===== config.mk =====
export PLATFORM = sky130hd
export DESIGN_NAME = sr_latch_ctrl
export DESIGN_NICKNAME = d
export VERILOG_FILES = /design/src/rtl/sr_ctrl_pkg.sv /design/src/rtl/rr_arbiter.sv /design/src/rtl/sr_latch_ctrl.sv
export SDC_FILE = /design/constraint.sdc
export NUM_CORES = 1
export LEC_CHECK = 0
export CORE_MARGIN = 2
export CORE_UTILIZATION = 50
export CTS_BUF_LIST = sky130_fd_sc_hd__clkbuf_8
export CTS_CLUSTER_DIAMETER = 40
export DETAILED_ROUTE_END_ITERATION = 12
export PLACE_DENSITY = 0.82
export SYNTH_ARGS = -nofsm -noshare
export SYNTH_HDL_FRONTEND = slang
export SYNTH_SLANG_ARGS = --single-unit

===== constraint.sdc =====
create_clock -name clk -period 4.41 [get_ports clk]
set_clock_uncertainty 0.2 [all_clocks]
set_input_delay 1.1025 -clock clk [delete_from_list [all_inputs] [get_ports clk]]
set_output_delay 1.1025 -clock clk [all_outputs]
set_load 0.01 [all_outputs]

===== src/rtl/sr_ctrl_pkg.sv =====
// Shared types, op encodings and width helpers for the sr_latch bank controller.
package sr_ctrl_pkg;

   typedef enum logic [1:0] {
      StIdle,
      StPulse,
      StGap
   } state_t;

   localparam logic OP_SET = 1'b1;
   localparam logic OP_RST = 1'b0;

   function automatic int unsigned clog2_min1(input int unsigned n);
      return (n <= 1) ? 1 : $clog2(n);
   endfunction

endpackage


===== src/rtl/rr_arbiter.sv =====
// Combinational round-robin arbiter: first active request at or after ptr, wrapping.
module rr_arbiter
   import sr_ctrl_pkg::*;
#(
   parameter int unsigned NREQ = 4,
   localparam int unsigned IDW = clog2_min1(NREQ)
) (
   input  logic [NREQ-1:0] req,
   input  logic [IDW-1:0]  ptr,
   input  logic            en,
   output logic [NREQ-1:0] gnt,
   output logic [IDW-1:0]  gnt_id
);

   logic [IDW-1:0] k;
   logic           found;

   always_comb begin
      gnt    = '0;
      gnt_id = '0;
      found  = 1'b0;
      k      = '0;
      for (int unsigned i = 0; i < NREQ; i++) begin
         k = IDW'((32'(ptr) + i) % NREQ);
         if (en && !found && req[k]) begin
            gnt[k] = 1'b1;
            gnt_id = k;
            found  = 1'b1;
         end
      end
   end

endmodule


===== src/rtl/sr_latch_ctrl.sv =====
// Round-robin sequencer driving a shared sr_latch bank with pulse/gap timing and readback check.
module sr_latch_ctrl
   import sr_ctrl_pkg::*;
#(
   parameter int unsigned NREQ   = 4,
   parameter int unsigned NLATCH = 8,
   parameter int unsigned PULSE  = 2,
   parameter int unsigned GAP    = 1,
   localparam int unsigned IW    = clog2_min1(NLATCH),
   localparam int unsigned IDW   = clog2_min1(NREQ)
) (
   input  logic                 clk,
   input  logic                 rst_n,
   input  logic [NREQ-1:0]      req_valid,
   input  logic [NREQ-1:0]      req_op,
   input  logic [NREQ*IW-1:0]   req_idx,
   output logic [NREQ-1:0]      req_ready,
   output logic [NLATCH-1:0]    s,
   output logic [NLATCH-1:0]    r,
   input  logic [NLATCH-1:0]    q,
   output logic                 busy,
   output logic                 done,
   output logic [IDW-1:0]       done_id,
   output logic                 err
);

   localparam int unsigned CMAX = (PULSE > GAP) ? PULSE : GAP;
   localparam int unsigned CW   = clog2_min1(CMAX);

   state_t            state_q, state_d;
   logic [CW-1:0]     cnt_q, cnt_d;
   logic              op_q, op_d;
   logic [IW-1:0]     idx_q, idx_d;
   logic [IDW-1:0]    id_q, id_d;
   logic [IDW-1:0]    ptr_q, ptr_d;
   logic [NLATCH-1:0] s_q, s_d, r_q, r_d;
   logic              done_q, done_d;
   logic [IDW-1:0]    done_id_q, done_id_d;
   logic              err_q, err_d;

   logic [NREQ-1:0]   gnt;
   logic [IDW-1:0]    gnt_id;
   logic              win_op;
   logic [IW-1:0]     win_idx;

   rr_arbiter #(
      .NREQ (NREQ)
   ) u_arb (
      .req    (req_valid),
      .ptr    (ptr_q),
      .en     (state_q == StIdle),
      .gnt    (gnt),
      .gnt_id (gnt_id)
   );

   always_comb begin
      win_op  = 1'b0;
      win_idx = '0;
      for (int i = 0; i < NREQ; i++) begin
         if (gnt[i]) begin
            win_op  = req_op[i];
            win_idx = req_idx[i*IW +: IW];
         end
      end
   end

   always_comb begin
      state_d   = state_q;
      cnt_d     = cnt_q;
      op_d      = op_q;
      idx_d     = idx_q;
      id_d      = id_q;
      ptr_d     = ptr_q;
      s_d       = s_q;
      r_d       = r_q;
      done_d    = 1'b0;
      done_id_d = done_id_q;
      err_d     = err_q;

      unique case (state_q)
         StIdle: begin
            if (|gnt) begin
               op_d    = win_op;
               idx_d   = win_idx;
               id_d    = gnt_id;
               ptr_d   = (32'(gnt_id) == NREQ - 1) ? '0 : gnt_id + 1'b1;
               cnt_d   = CW'(PULSE - 1);
               state_d = StPulse;
               // Out-of-range indices still run the full sequence, just with no line driven.
               if (32'(win_idx) < NLATCH) begin
                  s_d[win_idx] = (win_op == OP_SET);
                  r_d[win_idx] = (win_op == OP_RST);
               end
            end
         end
         StPulse: begin
            if (cnt_q == '0) begin
               s_d     = '0;
               r_d     = '0;
               cnt_d   = CW'(GAP - 1);
               state_d = StGap;
            end else begin
               cnt_d = cnt_q - 1'b1;
            end
         end
         StGap: begin
            if (cnt_q == '0) begin
               state_d = StIdle;
            end else begin
               cnt_d = cnt_q - 1'b1;
            end
         end
         default: state_d = StIdle;
      endcase

      // Entering the final gap cycle: flag completion and check the latch landed.
      if (state_d == StGap && cnt_d == '0) begin
         done_d    = 1'b1;
         done_id_d = id_q;
         if (32'(idx_q) < NLATCH && q[idx_q] != op_q) begin
            err_d = 1'b1;
         end
      end
   end

   always_ff @(posedge clk or negedge rst_n) begin
      if (!rst_n) begin
         state_q   <= StIdle;
         cnt_q     <= '0;
         op_q      <= 1'b0;
         idx_q     <= '0;
         id_q      <= '0;
         ptr_q     <= '0;
         s_q       <= '0;
         r_q       <= '0;
         done_q    <= 1'b0;
         done_id_q <= '0;
         err_q     <= 1'b0;
      end else begin
         state_q   <= state_d;
         cnt_q     <= cnt_d;
         op_q      <= op_d;
         idx_q     <= idx_d;
         id_q      <= id_d;
         ptr_q     <= ptr_d;
         s_q       <= s_d;
         r_q       <= r_d;
         done_q    <= done_d;
         done_id_q <= done_id_d;
         err_q     <= err_d;
      end
   end

   assign req_ready = gnt;
   assign s         = s_q;
   assign r         = r_q;
   assign busy      = (state_q != StIdle);
   assign done      = done_q;
   assign done_id   = done_id_q;
   assign err       = err_q;

endmodule


==> results.py <==
metrics = {
    "cells_and_area": {
        "fillers": 294,
        "final-instance-count-excl-fill": 355,
        "finalNetCount": 339,
        "seq_area_um2": 776,
        "multi_input_area_mm2": 0.00123,
        "synthToLayoutAreaGrowth_pct": 42.9,
        "antenna_cells": 0,
        "post-route-util_pct": 75.1,
        "drive_above_1_share_pct": 20.7,
        "fin_area_mm2": 0.00303,
    },
    "clock_tree": {
        "htreeDepth": 2,
        "cts_buffer_depth": 2,
        "cts_root_buffer": "clkbuf_8",
        "cts.clk_slew.worst_paths_ps": 60,
        "cts_num_sinks": 31,
        "cts_tree": "built",
        "cts_hold_buf": 0,
        "clk_latency_ps": 280,
        "numCtsBuffers": 5,
    },
    "critical_path": {
        "reg2reg_from": "ptr_q[1]",
        "critPathLaunchType": "input port",
        "cp_data_arrival_time_ps": 2890,
        "worstPathRequired_ps": 3110,
        "cp_max_fo": 5,
        "r2r_slack_ps": 720,
        "reg2regPathDepth": 12,
        "cp-end-kind": "output pin",
        "r2r_end": "r[7]",
        "setup.worst_path.class": "input port to output pin",
    },
    "hold_path": {
        "hold_path_depth": 1,
        "hp-start": "err",
        "min_path_type": "register to register",
        "hold_end": "err",
    },
    "grt": {
        "grt_pass1_wl_um": 9290,
        "use_met3_pct": 6.73,
        "met1_usage_pct": 28.3,
        "grt-busiest-layer": "met2",
        "grt_pass1_vias": 2069,
        "antenna_found_initial": 0,
        "grtUsageMet2_pct": 40.8,
        "grt_overflow_total": 0,
        "grt_max_degree": 32,
        "track_usage_pct": 23.7,
    },
    "synth": {
        "synth_cell_type_count": 51,
        "syn_inst": 223,
        "synth_fp_nets": 258,
        "synth_edf_count": 0,
        "synth_common_cells": "31 x dfrtp_1, 30 x nand2_1, 17 x nand3_1",
        "synth_area_per_cell_um2": 9.49,
        "yosysTopAreaCell": "dfrtp_1",
        "ys_warn_count": 0,
        "async_reset_ff_share_pct": 100,
        "synth_area_mm2": 0.00212,
        "synth-seq-cells": 31,
        "seq_area_frac_synth_pct": 36.6,
        "yosysMostFrequentCell": "dfrtp_1",
        "synth_ff_type": "dfrtp_1",
        "synth_top_area_share_pct": 36.6,
        "synthTopCellsByArea": "dfrtp_1 37%, mux4_2 6.4%, mux2i_1 5.7%",
    },
    "detailed_routing": {
        "drtAntennaViolNets": 0,
        "via_per_inst": 5.69,
        "drt-pass1-iter-count": 4,
        "vias": 2021,
        "drt_wl_total_um": 5490,
        "routedWlPerCell_um": 15.5,
        "drc": 0,
        "drt_iter0_markers": 82,
    },
    "sta": {
        "fmax_ghz": 0.238,
        "finalCritPeriodShare_pct": 95.1,
        "relSlewSlack_pct": 58.1,
        "rsz0062_at_grt": "false",
        "setup_viol": 0,
        "min_period_ps": 4190,
        "worst_pin_slew_ps": 628,
        "drv_slew": 0,
        "setup_tns_ps": 0,
        "finalHoldViolCount": 0,
    },
    "floorplan": {
        "pin_count": 55,
        "start_util_pct": 52.5,
        "die_x_um": 69.1,
        "core-area_mm2": 0.00403,
        "rows": 23,
        "die_y_um": 69.1,
        "dieArea_mm2": 0.00477,
    },
    "placed_design": {
        "hpwl_um": 4250,
        "globalplace.congestion": 0.920,
        "port_buffers": 54,
        "placed_area_mm2": 0.00290,
        "dp_cells": 347,
    },
    "power_and_ir_drop": {
        "switching_share_pct": 43.1,
        "seqPwrFrac_pct": 20.7,
        "pwr-share-comb_pct": 67.6,
        "p_leak_uw": 0.00137,
        "p_int_uw": 1420,
        "power.switching_uw": 1080,
        "vdd_drop_max_uv": 334,
        "clock_power_share_pct": 11.7,
        "power-per-cell-area_mw_per_mm2": 828,
    },
    "status": {
        "status": "complete, no violations",
    },
    "flow_run": {
        "cap_violations": 0,
    },
}
-- registers in the layout, summed over array words and instances (netlist names), named ones only --
signal	cells
r	8
state_q	2
s	8
done	1
err	1
ptr_q	1
op_q	1
cnt_q	1
id_q	2
done_id	2
idx_q	3
-- cell usage in the layout (no fill, tap or decap), types with 3 or more instances in the layout --
cell / instances
inv_1: 10
nand2b_1: 3
nand4_1: 4
or4_1: 4
clkbuf_8: 6
mux2i_1: 12
a211oi_2: 3
a21oi_1: 4
buf_4: 33
dfrtp_1: 31
o21ai_0: 8
mux4_2: 6
nand3b_1: 4
a221o_1: 4
nor2_1: 8
a21o_1: 3
clkdlybuf4s50_1: 46
nor3_1: 4
ha_1: 5
nand2_1: 30
nand3_1: 17
a221oi_1: 3
a31oi_1: 4
o311ai_0: 6
and2_1: 3
dlygate4sd2_1: 6
-- repair_timing --
item	CTS	global route
pin swaps	1	1
setup buffers	0	0
setup endpoints to repair	4	7
resized for setup	10	2
-- layer usage --
layer,wire (um),vias up
li1,-,986
met5,0,-
met1,2300,964
met4,121,0
met3,243,15
met2,2830,56
-- how the worst max path moves through the flow --
stage	startpoint	end	slack [ps]
2_1_floorplan	req_valid[3]	r[0]	570
3_3_place_gp	req_valid[3]	req_ready[3]	-250
3_5_place_dp	req_valid[3]	req_ready[3]	-290
4_1_cts	req_valid[0]	req_ready[3]	0.8
5_1_grt	req_valid[3]	req_ready[3]	110
6_report	req_valid[3]	req_ready[3]	220
-- power by group through the flow --
stage | clock (uW) | sequential [uW] | combinational, uW
floorplan | 0 | 541 | 964
global placement | 0 | 516 | 1610
detailed placement | 0 | 523 | 1670
CTS | 294 | 519 | 1690
global route | 309 | 537 | 1840
finish | 294 | 519 | 1690
-- critical path, cell delays in order --
cell and delay (ps):
dlygate4sd2_1 260, and2b_1 200, mux4_2 490, and2_4 170, a221oi_4 340, inv_4 40
dlygate4sd2_1 280
-- through the flow --
step           hold slack (ps)  power (uW)  setup WS, ps
6_report                   252        2510           216
5_1_grt                    310        2690           114
3_3_place_gp               244        2130          -247
4_1_cts                    258        2510         0.767
3_5_place_dp               243        2200          -294
2_1_floorplan              268        1510           570
-- area by class of cell --
| type | instances | area share (%) |
|---|---|---|
| well taps | 50 | 2.07 |
| multi-input cells | 166 | 40.7 |
| repair buffers | 87 | 26.0 |
| clock inverters | 2 | 1.16 |
| inverters | 13 | 1.70 |
| clock buffers | 6 | 2.73 |
| flip-flops and latches | 31 | 25.6 |
-- cells by family after synthesis --
logic type / count (synthesis) / share of synthesized area, %
simple gates: 91 / 22.4
compound gates: 47 / 17.9
flops: 31 / 36.6
buf+inv: 26 / 5.79
mux: 20 / 13.1
fa+ha+maj: 5 / 2.96
xor+xnor: 3 / 1.24
No activity file was read; power rests on OpenSTA's default activity.
